<file path="src/rtl/maple_rx_decoder.sv">
// Maple Bus receiver: decodes the SDCKA/SDCKB pair into a byte-wide AXI-Stream packet
// with tlast on the final byte, plus receiving and error-pulse status outputs.
module maple_rx_decoder #(
    parameter int unsigned C_SYNC_STAGES    = 2,
    parameter int unsigned C_TIMEOUT_WIDTH  = 16,
    parameter int unsigned C_TIMEOUT_CYCLES = 10000
) (
    input  logic       aclk,
    input  logic       areset,
    input  logic       sdcka,
    input  logic       sdckb,
    input  logic       enable,
    output logic       m_axis_tvalid,
    output logic [7:0] m_axis_tdata,
    output logic       m_axis_tstrb,
    output logic       m_axis_tkeep,
    output logic       m_axis_tlast,
    input  logic       m_axis_tready,
    output logic       receiving,
    output logic       err_framing,
    output logic       err_timeout,
    output logic       err_overflow
);

    localparam int unsigned BYTE_W = 8;
    localparam logic [C_TIMEOUT_WIDTH-1:0] TMO_LAST = C_TIMEOUT_WIDTH'(C_TIMEOUT_CYCLES - 1);

    typedef enum logic [2:0] {S_IDLE, S_START, S_DATA, S_END, S_ABORT} state_e;

    state_e                     state_q, state_d;
    logic [C_SYNC_STAGES-1:0]   a_sync_q, b_sync_q;
    logic                       a_lvl_q, b_lvl_q;
    logic                       a_rise_q, a_fall_q, b_rise_q, b_fall_q;
    logic [2:0]                 pcnt_q, pcnt_d;
    logic [1:0]                 ecnt_q, ecnt_d;
    logic [2:0]                 bitcnt_q, bitcnt_d;
    logic                       phase_b_q, phase_b_d;
    logic [BYTE_W-1:0]          shift_q, shift_d;
    logic [C_TIMEOUT_WIDTH-1:0] tmo_q, tmo_d;
    logic [BYTE_W-1:0]          hold_q, hold_d;
    logic                       hold_vld_q, hold_vld_d;
    logic                       tvalid_q, tvalid_d;
    logic [BYTE_W-1:0]          tdata_q, tdata_d;
    logic                       tlast_q, tlast_d;
    logic                       rcv_q;
    logic                       err_framing_q, err_framing_d;
    logic                       err_timeout_q, err_timeout_d;
    logic                       err_overflow_q, err_overflow_d;
    logic                       sample_en, sample_bit;
    logic                       any_edge, counting, tmo_hit, out_free;

    // Synchroniser chain followed by the edge register; lines idle high.
    always_ff @(posedge aclk or posedge areset) begin
        if (areset) begin
            a_sync_q <= '1;
            b_sync_q <= '1;
            a_lvl_q  <= 1'b1;
            b_lvl_q  <= 1'b1;
            a_rise_q <= 1'b0;
            a_fall_q <= 1'b0;
            b_rise_q <= 1'b0;
            b_fall_q <= 1'b0;
        end else begin
            a_sync_q <= {a_sync_q[C_SYNC_STAGES-2:0], sdcka};
            b_sync_q <= {b_sync_q[C_SYNC_STAGES-2:0], sdckb};
            a_lvl_q  <= a_sync_q[C_SYNC_STAGES-1];
            b_lvl_q  <= b_sync_q[C_SYNC_STAGES-1];
            a_rise_q <= ~a_lvl_q &  a_sync_q[C_SYNC_STAGES-1];
            a_fall_q <=  a_lvl_q & ~a_sync_q[C_SYNC_STAGES-1];
            b_rise_q <= ~b_lvl_q &  b_sync_q[C_SYNC_STAGES-1];
            b_fall_q <=  b_lvl_q & ~b_sync_q[C_SYNC_STAGES-1];
        end
    end

    assign any_edge = a_rise_q | a_fall_q | b_rise_q | b_fall_q;
    assign counting = (state_q == S_START) || (state_q == S_DATA) || (state_q == S_END);
    assign tmo_hit  = counting && !any_edge && (tmo_q == TMO_LAST);
    assign out_free = !tvalid_q || m_axis_tready;

    // Next-state, byte buffering and output-register logic.
    always_comb begin
        state_d        = state_q;
        pcnt_d         = pcnt_q;
        ecnt_d         = ecnt_q;
        bitcnt_d       = bitcnt_q;
        phase_b_d      = phase_b_q;
        shift_d        = shift_q;
        hold_d         = hold_q;
        hold_vld_d     = hold_vld_q;
        tvalid_d       = tvalid_q & ~m_axis_tready;
        tdata_d        = tdata_q;
        tlast_d        = tlast_q;
        err_framing_d  = 1'b0;
        err_timeout_d  = 1'b0;
        err_overflow_d = 1'b0;
        sample_en      = 1'b0;
        sample_bit     = 1'b0;
        tmo_d          = (any_edge || !counting) ? '0 : tmo_q + C_TIMEOUT_WIDTH'(1);

        unique case (state_q)
            S_IDLE: begin
                if (enable && a_fall_q && b_lvl_q) begin
                    state_d = S_START;
                    pcnt_d  = '0;
                end
            end
            S_START: begin
                if (!enable) begin
                    state_d = S_ABORT;
                end else if (tmo_hit) begin
                    err_timeout_d = 1'b1;
                    state_d       = S_ABORT;
                end else if (a_rise_q) begin
                    if (pcnt_q == 3'd4) begin
                        state_d   = S_DATA;
                        phase_b_d = 1'b0;
                        bitcnt_d  = '0;
                    end else begin
                        err_framing_d = 1'b1;
                        state_d       = S_IDLE;
                    end
                end else if (b_fall_q && !a_lvl_q && (pcnt_q != 3'd7)) begin
                    pcnt_d = pcnt_q + 3'd1;
                end
            end
            S_DATA: begin
                if (!enable) begin
                    state_d = S_ABORT;
                end else if (tmo_hit) begin
                    err_timeout_d = 1'b1;
                    state_d       = S_ABORT;
                end else if (a_fall_q && b_fall_q) begin
                    err_framing_d = 1'b1;
                    state_d       = S_ABORT;
                end else if (!phase_b_q) begin
                    if (a_fall_q) begin
                        sample_en  = 1'b1;
                        sample_bit = b_lvl_q;
                    end else if (b_fall_q) begin
                        if ((bitcnt_q == 3'd0) && a_lvl_q) begin
                            state_d = S_END;
                            ecnt_d  = '0;
                        end else begin
                            err_framing_d = 1'b1;
                            state_d       = S_ABORT;
                        end
                    end
                end else begin
                    if (b_fall_q) begin
                        sample_en  = 1'b1;
                        sample_bit = a_lvl_q;
                    end else if (a_fall_q) begin
                        err_framing_d = 1'b1;
                        state_d       = S_ABORT;
                    end
                end
            end
            S_END: begin
                if (!enable) begin
                    state_d = S_ABORT;
                end else if (tmo_hit) begin
                    err_timeout_d = 1'b1;
                    state_d       = S_ABORT;
                end else if (b_rise_q) begin
                    if ((ecnt_q == 2'd2) && hold_vld_q) begin
                        // Out register busy: ABORT performs the tlast flush without an error.
                        if (out_free) begin
                            tvalid_d   = 1'b1;
                            tdata_d    = hold_q;
                            tlast_d    = 1'b1;
                            hold_vld_d = 1'b0;
                            state_d    = S_IDLE;
                        end else begin
                            state_d = S_ABORT;
                        end
                    end else begin
                        err_framing_d = 1'b1;
                        state_d       = S_ABORT;
                    end
                end else if (a_fall_q && !b_lvl_q && (ecnt_q != 2'd3)) begin
                    ecnt_d = ecnt_q + 2'd1;
                end
            end
            S_ABORT: begin
                if (!hold_vld_q) begin
                    state_d = S_IDLE;
                end else if (out_free) begin
                    tvalid_d   = 1'b1;
                    tdata_d    = hold_q;
                    tlast_d    = 1'b1;
                    hold_vld_d = 1'b0;
                    state_d    = S_IDLE;
                end
            end
            default: state_d = S_IDLE;
        endcase

        // Bit capture; the completed byte pushes any held byte out with tlast=0.
        if (sample_en) begin
            shift_d   = {shift_q[BYTE_W-2:0], sample_bit};
            bitcnt_d  = bitcnt_q + 3'd1;
            phase_b_d = ~phase_b_q;
            if (bitcnt_q == 3'd7) begin
                if (hold_vld_q && !out_free) begin
                    err_overflow_d = 1'b1;
                    state_d        = S_ABORT;
                end else begin
                    if (hold_vld_q) begin
                        tvalid_d = 1'b1;
                        tdata_d  = hold_q;
                        tlast_d  = 1'b0;
                    end
                    hold_d     = {shift_q[BYTE_W-2:0], sample_bit};
                    hold_vld_d = 1'b1;
                end
            end
        end
    end

    // State and datapath registers.
    always_ff @(posedge aclk or posedge areset) begin
        if (areset) begin
            state_q        <= S_IDLE;
            pcnt_q         <= '0;
            ecnt_q         <= '0;
            bitcnt_q       <= '0;
            phase_b_q      <= 1'b0;
            shift_q        <= '0;
            tmo_q          <= '0;
            hold_q         <= '0;
            hold_vld_q     <= 1'b0;
            tvalid_q       <= 1'b0;
            tdata_q        <= '0;
            tlast_q        <= 1'b0;
            rcv_q          <= 1'b0;
            err_framing_q  <= 1'b0;
            err_timeout_q  <= 1'b0;
            err_overflow_q <= 1'b0;
        end else begin
            state_q        <= state_d;
            pcnt_q         <= pcnt_d;
            ecnt_q         <= ecnt_d;
            bitcnt_q       <= bitcnt_d;
            phase_b_q      <= phase_b_d;
            shift_q        <= shift_d;
            tmo_q          <= tmo_d;
            hold_q         <= hold_d;
            hold_vld_q     <= hold_vld_d;
            tvalid_q       <= tvalid_d;
            tdata_q        <= tdata_d;
            tlast_q        <= tlast_d;
            rcv_q          <= (state_d != S_IDLE);
            err_framing_q  <= err_framing_d;
            err_timeout_q  <= err_timeout_d;
            err_overflow_q <= err_overflow_d;
        end
    end

    assign m_axis_tvalid = tvalid_q;
    assign m_axis_tdata  = tdata_q;
    assign m_axis_tlast  = tlast_q;
    assign m_axis_tstrb  = 1'b1;
    assign m_axis_tkeep  = 1'b1;
    assign receiving     = rcv_q;
    assign err_framing   = err_framing_q;
    assign err_timeout   = err_timeout_q;
    assign err_overflow  = err_overflow_q;

endmodule
</file>
<file path="config.mk">
export PLATFORM = sky130hd
export DESIGN_NAME = maple_rx_decoder
export DESIGN_NICKNAME = d
export VERILOG_FILES = /design/src/rtl/maple_rx_decoder.sv
export SDC_FILE = /design/constraint.sdc
export NUM_CORES = 1
export LEC_CHECK = 0
export BUFFER_PORTS_ARGS = -buffer_cell sky130_fd_sc_hd__buf_2
export CELL_PAD_IN_SITES_DETAIL_PLACEMENT = 0
export CELL_PAD_IN_SITES_GLOBAL_PLACEMENT = 1
export CORE_MARGIN = 1
export CORE_UTILIZATION = 50
export CTS_BUF_LIST = sky130_fd_sc_hd__clkbuf_8
export DETAILED_ROUTE_END_ITERATION = 8
export HOLD_SLACK_MARGIN = 0.12
export MAX_ROUTING_LAYER = met4
export PLACE_DENSITY_LB_ADDON = 0.2
export SLEW_MARGIN = 25
export SYNTH_ARGS = -nofsm -noshare
export SYNTH_HDL_FRONTEND = slang
export SYNTH_SLANG_ARGS = --single-unit
</file>
<file path="constraint.sdc">
create_clock -name aclk -period 4.9 [get_ports aclk]
set_input_delay 0.735 -clock aclk [delete_from_list [all_inputs] [get_ports aclk]]
set_output_delay 0.735 -clock aclk [all_outputs]
set_load 0.03 [all_outputs]
</file>
==> metrics.md, run 1 <==
| Metric | Value |
|---|---|
| NumNets Final | `343` |
| Min cycle time layout | `2.51 ns` |
| Synth async-reset ratio | `1.00` |
| Max Cap Viol | `0` |
| Core ar. | `0.00603 mm2` |
| Least-Margin Pin Slew | `0.823 ns` |
| Rel. slew slack | `0.451` |
| Layout cells sized above 1 | `0.192` |
| Syn avg cell area | `10.3 um2` |
| CP endpoint kind | `flip-flop` |
| Synth Instances | `306` |
| Post-synth top area share | `0.490` |
| Worst Setup Path Type | `reg2reg` |
| Yosys cell types | `46` |
| Pin count of the biggest net entering global routing | `69` |
| Detailed-route wire length | `5610 um` |
| Clk root buf | `clkbuf_8` |
| Req. time, crit path | `5.12 ns` |
| Crit path arrival time | `~2.7 ns` |
| Area Growth Syn to Fin | `11.8%` |
| Worst hold path type | `reg2reg` |
| Crit path launch type | `flip-flop` |
| Clk sinks | `68` |
| DR WL/cell | `13.8 um` |
| Worst vdd ir | `0.000214 V` |
| Leading post-synthesis cells by cell area | `dfrtp_1 49%, mux2_2 5.3%, nand2_1 5.1%, dfstp_2 5.0%, ha_1 3.6%` |
| Total Power Consumption | `1.15 mW` |
| Clock-pin slew on the worst setup and hold paths | `0.07 ns` |
| Antenna Cells | `0` |
| Quantity of gates resized following cts | `0` |
| Via count | `2169` |
| Most common cell after layout, fill and taps aside | `dfrtp_1` |
| Starting Density | `0.525` |
| Final hold vios | `0` |
| Initial antenna violation count | `0` |
| CTS HTree Levels | `3` |
| Number of remaining DRC errors | `0` |
| Post-DP HPWL | `3820 um` |
| RSZ-0062 raised after global routing | `false` |
| Gr ovfl total | `0` |
| Outcome | `finished, final reports clean` |
| Die area | `0.00665 mm2` |
| Post-route ant nets | `0` |
| Total track usage | `0.204` |
| Cts bufs inserted | `9` |
| First drt pass iteration count | `4` |
| Cts hold-fix bufs | `0` |
| Vias in the first global route | `2094` |
| Static leakage | `1.64 nW` |
| Cell Area, Synth | `0.00317 mm2` |
| Vias/cell | `between 5 and 6` |
| Ports | `22` |
| First-pass GRT wire length | `9740 um` |
| Chip height | `81.6 um` |
| Seq/Total Area, Yosys | `0.540` |
| Main synth FF type | `dfrtp_1` |
| Yosys top cell by area | `dfrtp_1` |
| Period utilisation layout | `0.513` |
| Clock latency on the worst-skew pair | `0.34 ns` |
| Die X | `81.6 um` |
| Final Skew | `0.0106 ns` |
| Row Count | `28` |
| CTS tree | `built` |
| DRT iter0 DRCs | `~110` |
| Number of port buffers | `19` |
| Slew Limit Fails | `0` |
| #FFs+latches synth | `68` |
| GP Congestion | `roughly 0.8` |
| Postcts setup bufs | `0` |
| Final setup viols | `0` |
| Commonest non-fill, non-tap cells in the layout | `62 x dfrtp_1, 43 x nand2_1, 25 x nor2_1` |
| FMAX | `0.398 GHz` |
| Clk buf depth | `2` |
| EDFF count, synth | `0` |
| P per Cell Area | `324 mW/mm2` |
| Max Fanout on Critical Path | `20` |
| Warnings, synthesis | `0` |
| Setup TNS | `0 ns` |
==> metal layers <==
layer	global-route usage	vias to the layer above	share of wire
met5	-	-	0
met4	0.0930	0	0.018
met3	0.0544	10	0.037
met2	0.289	44	0.46
met1	0.275	1007	0.49
li1	-	1108	-
==> cells by family (layout without fill, tap and decap cells) <==
kind of cell	after synthesis	in the layout	synth area share
adder cells (fa/ha/maj)	9	9	0.0356
flip-flops	68	68	0.540
AND/OR/NAND/NOR	134	134	0.217
multiplexers	15	15	0.0534
other	1	2	0.00118
XOR/XNOR	11	11	0.0304
buffers and inverters	23	49	0.0344
AO/OA/AOI/OAI	45	45	0.0885
==> path summary, 6_finish.rpt <==
check | startpoint | slack (ns) | cells after the start | to
setup / recovery | b_fall_q | 2.39 | 5 | shift_q[3]
hold / removal | b_sync_q[0] | 0.36 | 0 | b_sync_q[1]
setup reg to reg | b_fall_q | 2.39 | 5 | shift_q[3]
hold reg to reg | b_sync_q[0] | 0.36 | 0 | b_sync_q[1]
max in group asynchronous | areset | 3.74 | 3 | m_axis_tlast
min in group asynchronous | areset | 0.63 | 3 | m_axis_tdata[5]
==> cells in the mapped netlist (2+ instances only) <==
cell type and n:
and3_1 3, o31ai_1 2, inv_1 13, nand3b_1 2
or3_1 6, xnor2_1 4, nor2b_1 7, nand2b_1 3
clkbuf_1 6, nor3_1 8, xor2_1 7, nand3_1 13
buf_6 2, dfstp_2 6, nand2_1 43, nor2_1 25
a21oi_1 7, nor4b_1 6, o21a_1 5, nor3b_1 3
a32o_1 2, ha_1 9, o211ai_1 2, dfrtp_1 62
buf_4 2, nand4_1 5, mux2_2 15, nor4_1 2
o21ai_0 19
==> layout make-up <==
type | count | area (um2)
clock buffers | 11 | 151
clock inverters | 5 | 82.6
fillers | 511 | 2490
inverters | 13 | 48.8
multi-input cells | 216 | 1350
flip-flops and latches | 68 | 1710
well taps | 75 | 93.8
repair buffers | 20 | 103
==> report_power, final <==
part	internal [mW]	leakage [nW]	total (mW)	switching, mW
combinational	0.0107	0.601	0.0354	0.0247
sequential	0.569	0.924	0.578	0.00827
clock	0.316	0.120	0.532	0.216
total	0.896	1.64	1.15	0.249
==> per-stage QoR <==
step                hold slack (ns)  worst slack, ns  utilization  instances  cell area, um2
floorplan                     0.345             2.46            -        307            3170
global placement              0.346             2.46        0.549        392            3310
detailed placement            0.347             2.40        0.549        392            3310
CTS                           0.358             2.39        0.587        408            3540
global route                  0.362             2.30        0.587        408            3540
finish                        0.357             2.39        0.587        408            3540
==> flip-flops by register name, indices dropped and copies added, names as in the netlist, 2 cells and up <==
name and count:
ecnt_q 2, a_sync_q 2, m_axis_tdata 8, tmo_q 16, pcnt_q 3, hold_q 8
shift_q 7, state_q 3, b_sync_q 2, bitcnt_q 3
==> worst max-delay path, stage by stage, from the launching register on <==
cell	delay, ns
dfrtp_1	0.48
or4_4	0.57
or3_4	0.50
o21a_1	0.31
nand2_2	0.19
mux2_2	0.35
(Power assumes the default switching activity.)
==> run 2: changes to the inputs <==
CORE_UTILIZATION = 49   (was 50)
clock period = 2.4 ns   (was 4.9 ns; I/O delays follow)
==> run 2 against run 1 <==
Effect of this change:
- count of clock-buffer cells in the layout did not move
- design area rose by 2.1%
- sequential cell count did not move
- non-clock buffer count rose by 15
- die area rose by 2.0%
- largest cell class unchanged
==> metrics.md, run 2 (synthesis gave the netlist of run 1 again) <==
| Metric | Value |
|---|---|
| Die X | `82.4 um (+0.99%)` |
| Cts bufs inserted | `9 (unchanged)` |
| Detailed-route wire length | `5880 um (+4.8%)` |
| Clock latency on the worst-skew pair | `0.34 ns (about the same)` |
| Chip height | `82.4 um (+0.99%)` |
| Total track usage | `0.214 (+0.00952)` |
| Final Skew | `0.00693 ns (-0.00362 ns)` |
| Clk root buf | `clkbuf_8` |
| Antenna Cells | `0 (unchanged)` |
| Worst hold path type | `in2reg` |
| Post-route cell area | `0.00361 mm2 (+2.1%)` |
| CTS HTree Levels | `3 (unchanged)` |
| Post-DP HPWL | `4120 um (+8.0%)` |
| Max FFs per register | `16 (unchanged)` |
| Post-route ant nets | `0 (unchanged)` |
| Min cycle time layout | `2.25 ns (-0.257 ns)` |
| Starting Density | `0.522 (-0.00304)` |
| RSZ-0062 raised after global routing | `false` |
| Ports | `22 (unchanged)` |
| Setup TNS | `0 ns (unchanged)` |
| Vias in the first global route | `2152 (+2.8%)` |
| Via count | `2302 (+6.1%)` |
| Worst vdd ir | `0.000445 V (+110%)` |
| Area Growth Syn to Fin | `14.2%` |
| Crit path launch type | `flip-flop` |
| Most common cell after layout, fill and taps aside | `dfrtp_1` |
| Period utilisation layout | `0.939 (+0.427)` |
| FMAX | `0.444 GHz (+11%)` |
| Outcome | `finished, final reports clean` |
| NumNets Final | `358 (+4.4%)` |
| Layout cells sized above 1 | `0.218 (+0.0262)` |
| Top reg by flops | `tmo_q` |
| Req. time, crit path | `2.63 ns (-2.49 ns)` |
| Number of port buffers | `19 (unchanged)` |
| Slew Limit Fails | `0 (unchanged)` |
| Rel. slew slack | `0.668 (+0.216)` |
| First-pass GRT wire length | `10300 um (+5.5%)` |
| Max Cap Viol | `0 (unchanged)` |
| Gr ovfl total | `0 (unchanged)` |
| First drt pass iteration count | `4 (unchanged)` |
| Worst Setup Path Type | `reg2reg` |
| Die area | `0.00679 mm2 (+2.0%)` |
| Clk buf depth | `2 (unchanged)` |
| Vias/cell | `5.44 (+2.4%)` |
| CTS tree | `built` |
| Commonest non-fill, non-tap cells in the layout | `62 x dfrtp_1, 43 x nand2_1, 25 x nor2_1` |
| Number of remaining DRC errors | `0 (unchanged)` |
| GP Congestion | `0.880 (+7.9%)` |
| Static leakage | `1.69 nW (+2.5%)` |
| Max Fanout on Critical Path | `8 (-60%)` |
| Clock-pin slew on the worst setup and hold paths | `0.08 ns (about the same)` |
| Least-Margin Pin Slew | `0.497 ns (-0.325 ns)` |
| Row Count | `28 (unchanged)` |
| Crit path arrival time | `2.48 ns (-0.26 ns)` |
| Core ar. | `0.00606 mm2 (+0.58%)` |
| Initial antenna violation count | `0 (unchanged)` |
| P per Cell Area | `592 mW/mm2 (+83%)` |
| CP endpoint kind | `flip-flop` |
| Final setup viols | `0 (unchanged)` |
| Pin count of the biggest net entering global routing | `34 (-51%)` |
| DRT iter0 DRCs | `83 (-23%)` |
| Final-layout fill cell count | `535 (+4.7%)` |
| Clk sinks | `68 (unchanged)` |
| DR WL/cell | `13.9 um (+1.1%)` |
| Final hold vios | `0 (unchanged)` |
| Placement Cell Area | `0.00340 mm2 (+2.7%)` |
| Quantity of gates resized following cts | `0 (unchanged)` |
## run 2: changes by cell type in the layout (fill, tap and decap cells not counted), sizes merged
| cell | change |
|---|---|
| buf | +12 |
| clkinvlp | +3 |
| dlygate4sd3 | +3 |
| bufinv | -2 |
| inv | -1 |
## run 2: timing repair
action | 4_1_cts | 5_1_grt
hold buffers | 3 | 0
endpoints found under the hold margin | 13 | 0
setup endpoints to repair | 0 | 0
buffers inserted | 0 | 0
## run 2: stage by stage
| step | total power, mW | setup slack (ns) | hold slack, ns | util | cells |
|---|---|---|---|---|---|
| 6_report | 2.14 | 0.145 | 0.350 | 0.596 | 423 |
| 5_1_grt | 2.24 | 0.0219 | 0.351 | 0.596 | 423 |
| 4_1_cts | 2.17 | 0.140 | 0.335 | 0.596 | 423 |
| 3_5_place_dp | 1.29 | 0.153 | 0.328 | 0.560 | 404 |
| 3_3_place_gp | 1.28 | 0.207 | 0.321 | 0.560 | 404 |
| 2_1_floorplan | 1.26 | 0.177 | 0.345 | - | 307 |
## run 2: path summary, 6_finish.rpt
kind,from,end,slack (ns),cells after the start
min in group asynchronous,areset,tmo_q[10],0.50,3
worst max register to register,b_fall_q,shift_q[1],0.15,5
worst min register to register,b_sync_q[0],b_sync_q[1],0.36,0
max in group asynchronous,areset,b_sync_q[0],1.15,4
worst min-delay path,enable,err_timeout,0.35,3
worst max-delay path,b_fall_q,shift_q[1],0.15,5
## run 2: layer usage
| layer | part of all wire | global-route usage | up-vias |
|---|---|---|---|
| met5 | 0 | - | - |
| met4 | 0.022 | 0.0947 | 0 |
| met3 | 0.030 | 0.0560 | 12 |
| met2 | 0.45 | 0.302 | 34 |
| met1 | 0.49 | 0.289 | 1122 |
| li1 | - | - | 1134 |
## run 2: cell type report
class | instances | area, um2 | share of cell area
Clock buffer | 11 | 151 | 0.0419
Clock inverter | 5 | 36.3 | 0.0100
Inverter | 13 | 48.8 | 0.0135
Multi-Input combinational cell | 216 | 1350 | 0.374
Sequential cell | 68 | 1710 | 0.473
Tap cell | 75 | 93.8 | 0.0260
Timing Repair Buffer | 35 | 223 | 0.0616
## run 2: power by group
part           switching (mW)  internal, mW
Clock                   0.445         0.431
Combinational          0.0610        0.0322
Sequential            0.00975          1.16
## run 2: worst max-delay path, stage by stage (launching register included)
cell	delay [ns]
dfrtp_1	0.39
or4_4	0.54
or3_4	0.41
o21a_1	0.27
nand2_2	0.18
mux2_2	0.36
